$ cat src/rtl/decode_ctrl_stage.sv
// ---------------------------------------------------------------------------
// decode_ctrl_stage
//
// Purpose: RV32 decode/control stage. Accepts a raw instruction through a
// valid/ready handshake, decodes it into a registered control bundle and
// presents that bundle downstream with a valid/ready handshake. Multiply and
// divide instructions stall the stage for a fixed number of cycles before
// the bundle is presented.
//
// Optional feature: define RV32M_EN to compile in multiply/divide support.
// Without it, funct7=0000001 R-type encodings decode as illegal and the
// stall path is never entered.
//
// Parameters:
//   MUL_CYCLES  stall cycles for MUL/MULH/MULHSU/MULHU (1..31)
//   DIV_CYCLES  stall cycles for DIV/DIVU/REM/REMU     (1..31)
//
// Ports:
//   clk, rst_n            rising-edge clock, synchronous active-low reset
//   in_valid/in_ready     upstream handshake, instr is the offered word
//   flush                 discard held or in-flight instruction
//   out_valid/out_ready   downstream handshake for the control bundle
//   reg_write .. illegal  registered control bundle fields
//   busy                  multiply/divide stall in progress
// ---------------------------------------------------------------------------
module decode_ctrl_stage #(
    parameter int unsigned MUL_CYCLES = 2,
    parameter int unsigned DIV_CYCLES = 8
) (
    input  logic        clk,
    input  logic        rst_n,
    input  logic        in_valid,
    output logic        in_ready,
    input  logic [31:0] instr,
    input  logic        flush,
    output logic        out_valid,
    input  logic        out_ready,
    output logic        reg_write,
    output logic [3:0]  alu_ctrl,
    output logic        alu_src,
    output logic [2:0]  imm_src,
    output logic        branch,
    output logic        jump,
    output logic [1:0]  dest_src,
    output logic [2:0]  mem_ctrl,
    output logic        mem_write,
    output logic        mdu_op,
    output logic        illegal,
    output logic        busy
);

`ifdef RV32M_EN
    localparam bit MDU_EN = 1'b1;
`else
    localparam bit MDU_EN = 1'b0;
`endif

    localparam logic [4:0] MUL_CNT = 5'(MUL_CYCLES);
    localparam logic [4:0] DIV_CNT = 5'(DIV_CYCLES);

    localparam logic [6:0] OP_REG    = 7'b0110011;
    localparam logic [6:0] OP_IMM    = 7'b0010011;
    localparam logic [6:0] OP_LOAD   = 7'b0000011;
    localparam logic [6:0] OP_BRANCH = 7'b1100011;
    localparam logic [6:0] OP_STORE  = 7'b0100011;
    localparam logic [6:0] OP_LUI    = 7'b0110111;
    localparam logic [6:0] OP_AUIPC  = 7'b0010111;
    localparam logic [6:0] OP_JAL    = 7'b1101111;
    localparam logic [6:0] OP_JALR   = 7'b1100111;
    localparam logic [6:0] F7_MULDIV = 7'b0000001;

    typedef enum logic [1:0] {
        IDLE     = 2'd0,
        HOLD     = 2'd1,
        MDU_WAIT = 2'd2
    } state_e;

    typedef struct packed {
        logic       reg_write;
        logic [3:0] alu_ctrl;
        logic       alu_src;
        logic [2:0] imm_src;
        logic       branch;
        logic       jump;
        logic [1:0] dest_src;
        logic [2:0] mem_ctrl;
        logic       mem_write;
        logic       mdu_op;
        logic       illegal;
    } ctrl_t;

    state_e     state_q, state_d;
    logic [4:0] cnt_q, cnt_d;
    ctrl_t      bundle_q, bundle_d;
    ctrl_t      dec;
    logic       accept;

    logic [6:0] opcode;
    logic [2:0] funct3;
    logic [6:0] funct7;

    assign opcode = instr[6:0];
    assign funct3 = instr[14:12];
    assign funct7 = instr[31:25];

    // Register specifiers and immediate bits are consumed by later stages.
    logic unused_instr_bits;
    assign unused_instr_bits = ^{instr[24:15], instr[11:7]};

    // ------------------------------------------------------------------
    // Instruction decode
    // ------------------------------------------------------------------
    // NOTE: every always_comb output gets a default on entry so no path
    // leaves it unassigned, which would otherwise infer a latch.
    always_comb begin
        dec          = '0;
        dec.mem_ctrl = funct3;
        unique case (opcode)
            OP_REG: begin
                if (funct7 == F7_MULDIV && !MDU_EN) begin
                    dec         = '0;
                    dec.illegal = 1'b1;
                end else begin
                    dec.reg_write = 1'b1;
                    dec.alu_ctrl  = {instr[30], funct3};
                    dec.mdu_op    = (funct7 == F7_MULDIV);
                end
            end
            OP_IMM: begin
                dec.reg_write = 1'b1;
                dec.alu_src   = 1'b1;
                // Only the shift-right group carries an arithmetic flag in bit 30.
                dec.alu_ctrl  = {(funct3 == 3'b101) ? instr[30] : 1'b0, funct3};
            end
            OP_LOAD: begin
                dec.reg_write = 1'b1;
                dec.alu_src   = 1'b1;
                dec.dest_src  = 2'd1;
            end
            OP_BRANCH: begin
                dec.branch   = 1'b1;
                dec.imm_src  = 3'd1;
                dec.alu_ctrl = {1'b0, funct3};
            end
            OP_STORE: begin
                dec.mem_write = 1'b1;
                dec.alu_src   = 1'b1;
                dec.imm_src   = 3'd2;
            end
            OP_LUI, OP_AUIPC: begin
                dec.reg_write = 1'b1;
                dec.alu_src   = 1'b1;
                dec.imm_src   = 3'd3;
            end
            OP_JAL: begin
                dec.reg_write = 1'b1;
                dec.jump      = 1'b1;
                dec.alu_src   = 1'b1;
                dec.imm_src   = 3'd4;
                dec.dest_src  = 2'd3;
            end
            OP_JALR: begin
                dec.reg_write = 1'b1;
                dec.jump      = 1'b1;
                dec.alu_src   = 1'b1;
                dec.imm_src   = 3'd0;
                dec.dest_src  = 2'd3;
            end
            default: begin
                dec         = '0;
                dec.illegal = 1'b1;
            end
        endcase
    end

    // ------------------------------------------------------------------
    // Handshake and stall control
    // ------------------------------------------------------------------
    // Flush blocks acceptance so the word offered alongside it is dropped.
    assign in_ready = !flush &&
                      ((state_q == IDLE) || (state_q == HOLD && out_ready));
    assign accept   = in_valid && in_ready;

    always_comb begin
        state_d  = state_q;
        cnt_d    = cnt_q;
        bundle_d = accept ? dec : bundle_q;

        if (flush) begin
            state_d = IDLE;
            cnt_d   = '0;
        end else begin
            unique case (state_q)
                IDLE, HOLD: begin
                    if (accept) begin
                        if (dec.mdu_op) begin
                            state_d = MDU_WAIT;
                            cnt_d   = funct3[2] ? DIV_CNT : MUL_CNT;
                        end else begin
                            state_d = HOLD;
                            cnt_d   = '0;
                        end
                    end else if (state_q == HOLD && out_ready) begin
                        state_d = IDLE;
                    end
                end
                MDU_WAIT: begin
                    // Leaving on count 1 lands HOLD in the same cycle the
                    // counter reads 0, so busy covers exactly N cycles.
                    cnt_d = cnt_q - 5'd1;
                    if (cnt_q == 5'd1) begin
                        state_d = HOLD;
                    end
                end
                default: begin
                    state_d = IDLE;
                    cnt_d   = '0;
                end
            endcase
        end
    end

    // NOTE: sequential state uses non-blocking assignments so every
    // register samples the pre-edge values regardless of statement order.
    always_ff @(posedge clk) begin
        if (!rst_n) begin
            state_q  <= IDLE;
            cnt_q    <= '0;
            bundle_q <= '0;
        end else begin
            state_q  <= state_d;
            cnt_q    <= cnt_d;
            bundle_q <= bundle_d;
        end
    end

    // ------------------------------------------------------------------
    // Outputs
    // ------------------------------------------------------------------
    assign out_valid = (state_q == HOLD);
    assign busy      = MDU_EN && (state_q == MDU_WAIT);

    assign reg_write = bundle_q.reg_write;
    assign alu_ctrl  = bundle_q.alu_ctrl;
    assign alu_src   = bundle_q.alu_src;
    assign imm_src   = bundle_q.imm_src;
    assign branch    = bundle_q.branch;
    assign jump      = bundle_q.jump;
    assign dest_src  = bundle_q.dest_src;
    assign mem_ctrl  = bundle_q.mem_ctrl;
    assign mem_write = bundle_q.mem_write;
    assign mdu_op    = MDU_EN && bundle_q.mdu_op;
    assign illegal   = bundle_q.illegal;

endmodule
$ cat config.mk
export PLATFORM = sky130hd
export DESIGN_NAME = decode_ctrl_stage
export DESIGN_NICKNAME = d
export VERILOG_FILES = /design/src/rtl/decode_ctrl_stage.sv
export SDC_FILE = /design/constraint.sdc
export NUM_CORES = 1
export LEC_CHECK = 0
export BUFFER_PORTS_ARGS = -buffer_cell sky130_fd_sc_hd__buf_2
export CELL_PAD_IN_SITES_DETAIL_PLACEMENT = 1
export CELL_PAD_IN_SITES_GLOBAL_PLACEMENT = 2
export CORE_ASPECT_RATIO = 1.25
export CORE_MARGIN = 4
export CORE_UTILIZATION = 23
export CTS_CLUSTER_SIZE = 8
export DETAILED_ROUTE_END_ITERATION = 7
export HOLD_SLACK_MARGIN = 0.03
export MAX_ROUTING_LAYER = met4
export PLACE_DENSITY = 0.94
export SLEW_MARGIN = 10
export SYNTH_ARGS = -nofsm -noshare
export SYNTH_HDL_FRONTEND = slang
export SYNTH_SLANG_ARGS = --single-unit
$ cat constraint.sdc
create_clock -name clk -period 2.7 [get_ports clk]
set_input_delay 0.135 -clock clk [delete_from_list [all_inputs] [get_ports clk]]
set_output_delay 0.135 -clock clk [all_outputs]
set_load 0.1 [all_outputs]
==> impl_metrics.csv <==
group,metric,value,unit
final_layout,area.growth.synth_to_final,29.9,%
final_layout,fillCellCount,502,
timing,setup_tns,0,ps
final_layout,post-route-cell-area,1220,um^2
timing,period_share,66.3,%
setup_path,start_kind,"flip-flop",
setup_path,r2r-end,"alu_src$_SDFFE_PN0P_",
worst_hold_path,hold_start,"flush",
place,dpl_cell_area,1180,um^2
setup_path,crit_arrival,1940,ps
die,start_util,24.3,%
synthesis,synth_top_family_by_area,"simple AND/OR/NAND/NOR gates",
final_layout,n_antenna_cell,0,
timing,final-max-slew-violation-count,0,
synthesis,syn_inst,117,
clock_tree,cts.sinks,18,
drt,drc_errors,0,
setup_path,r2r_start,"state_q[0]$_SDFFE_PP0P_",
setup_path,crit_type,"flip-flop to flip-flop",
flow_run,drv_cap,0,
die,fp.dieH,79.5,um
place,dp_hpwl,2.17,mm
setup_path,crit_fanout,17,
die,coreArea,3880,um^2
synthesis,synthDistinctLibCells,35,
clock_tree,path_clk_slew,70,ps
setup_path,critPathRequiredTime,2850,ps
die,num_rows,25,
global_route,antenna_found_initial,0,
final_layout,final_nets,194,
drt,routed_wl,2.77,mm
clock_tree,cts_buffers,3,
setup_path,cp-startpoint,"state_q[0]$_SDFFE_PP0P_",
synthesis,synth_compound_area_share,20.9,%
timing,rsz0062_at_grt,"no",
global_route,grt_max_degree,25,
synthesis,synthAdderAreaFrac,0,%
clock_tree,post-cts-setup-buffers,0,
synthesis,ys_seq_area_share,38.3,%
timing,hold_viol,0,
synthesis,avgSynthCellArea,8.04,um^2
final_layout,fin_util,31.5,%
synthesis,yosysTopAreaCell,"dfxtp_1",
synthesis,synth-xor-area-share,0,%
final_layout,layout-drive-gt1-share,33.5,%
clock_tree,ctsHoldBuffers,0,
die,dieArea,5180,um^2
final_layout,seq_area,360,um^2
power,leakagePower,0.510,nW
die,die_x,65.2,um
timing,fmax,559,MHz
drt,ant_nets,0,
timing,hold_slack,128,ps
die,io_pins,59,
place,place_congestion,0.790,
place,port_buffers,41,
worst_hold_path,hold_end,"state_q[0]$_SDFFE_PP0P_",
synthesis,syn-cell-area,941,um^2
drt,drt-initial-drc-count,12,
timing,finalClockSkew,7.11,ps
clock_tree,cts_tree,"yes",
final_layout,final_common_cell,"buf_2",
clock_tree,clk_latency,250,ps
timing,tightest_slew,569,ps
final_layout,final_cell_mix,"buf_2, dfxtp_1, nand2_1, nand3_1, nor2_1",
global_route,grt_use_total,11.4,%
drt,dr.pass1.iters,4,
clock_tree,h-tree-depth,1,
setup_path,endpoint_kind,"flip-flop",
drt,viasPerCell,4.77,
synthesis,yosys.area.top_type_share,38.3,%
synthesis,ys_warn_count,0,
worst_hold_path,whs_path_depth,2,
setup_path,r2r_cells,4,
clock_tree,clockRootBuffer,"clkbuf_8",
global_route,overflow,0,
setup_path,r2r_slack,910,ps
run_status,outcome,"finished clean",
power,ir_worst_vdd,0.000170,V
synthesis,synth_seq_cells,18,
synthesis,synth.area.top_cells,"dfxtp_1, nand3_1, nand2_1",
timing,setup_violations,0,
drt,wl_per_cell,13.3,um
global_route,grt_pass1_vias,1078,
drt,vias,996,
timing,relSlewSlack,62.1,%
worst_hold_path,worstHoldPathType,"primary input to flip-flop",
timing,period_needed,1790,ps
final_layout,multi_input_area,533,um^2
global_route,grt_pass1_wl,4.80,mm
synthesis,synth-simple-area-share,35.0,%
clock_tree,cts_resized,0,
clock_tree,ctsLongestPathBuffers,2,
power,power.density,493,nW/um^2
synthesis,synthMuxAreaShare,0,%
where the power goes:
part | internal [W] | total [W] | switching [W] | leakage [nW]
Sequential | 0.000272 | 0.000275 | 0.00000311 | 0.146
Clock | 0.0000990 | 0.000188 | 0.0000889 | 0.0216
Combinational | 0.0000325 | 0.000140 | 0.000107 | 0.343
Total | 0.000403 | 0.000602 | 0.000199 | 0.510
critical path, cell delays in order, from the launching register on:
cell and delay (ps):
dfxtp_1 310, nor2b_4 140, or3_1 560, or3_1 450, o221a_1 220
sequential cells by signal, summed over array words and instances, names as in the netlist:
name,cells
branch,1
mem_write,1
alu_src,1
reg_write,1
alu_ctrl,4
imm_src,3
jump,1
mem_ctrl,3
illegal,1
state_q,1
dest_src,1
kinds of logic after synthesis:
kind of cell,after synthesis
AND/OR/NAND/NOR,60
other,1
AO/OA/AOI/OAI,28
flip-flops,18
buffers and inverters,10
stage by stage:
stage               instances  setup slack (ps)  total power [W]
floorplan                 118               394         0.000383
global placement          206               912         0.000419
detailed placement        206               897         0.000421
CTS                       209               886         0.000606
global route              209               796         0.000631
finish                    209               911         0.000602
layout make-up:
cell class | instances | area share [%]
Inverter | 2 | 0.614
Tap cell | 54 | 5.53
Multi-Input combinational cell | 90 | 43.6
Clock buffer | 3 | 3.38
Timing Repair Buffer | 42 | 17.4
Sequential cell | 18 | 29.5
worst max-delay path by stage:
stage / endpoint / slack [ps]
after floorplan: in_ready / 390
after global placement: alu_src$_SDFFE_PN0P_ / 910
after detailed placement: alu_src$_SDFFE_PN0P_ / 900
after CTS: alu_src$_SDFFE_PN0P_ / 890
after global routing: alu_src$_SDFFE_PN0P_ / 800
final: alu_src$_SDFFE_PN0P_ / 910
synthesized netlist by cell type:
cell type / count
buf_2: 2
inv_2: 1
a21oi_1: 3
o21ai_0: 7
a31oi_1: 1
a2111oi_0: 1
nor4_1: 3
nor3_2: 1
nor4b_2: 1
nor2b_1: 2
o211a_1: 1
nand4bb_1: 1
nor2b_4: 1
a21boi_0: 6
clkbuf_1: 3
nor3b_1: 1
o221a_1: 1
a32oi_1: 2
or2_2: 1
or3_1: 2
a41o_1: 1
nand4_1: 2
or3b_2: 1
nor2_1: 8
nor3b_2: 1
and2_1: 1
o211ai_1: 5
nand3_1: 12
nand2_1: 16
inv_1: 1
conb_1: 1
buf_4: 3
dfxtp_1: 18
and3_1: 1
nor3_1: 5
routing by layer:
layer	up-vias	global-route usage, %	part of all wire (%)
li1	502	-	-
met2	33	20.7	49
met3	0	2.82	7.5
met5	-	-	0
met1	461	13.0	44
met4	0	1.24	0
(Power assumes the default switching activity.)
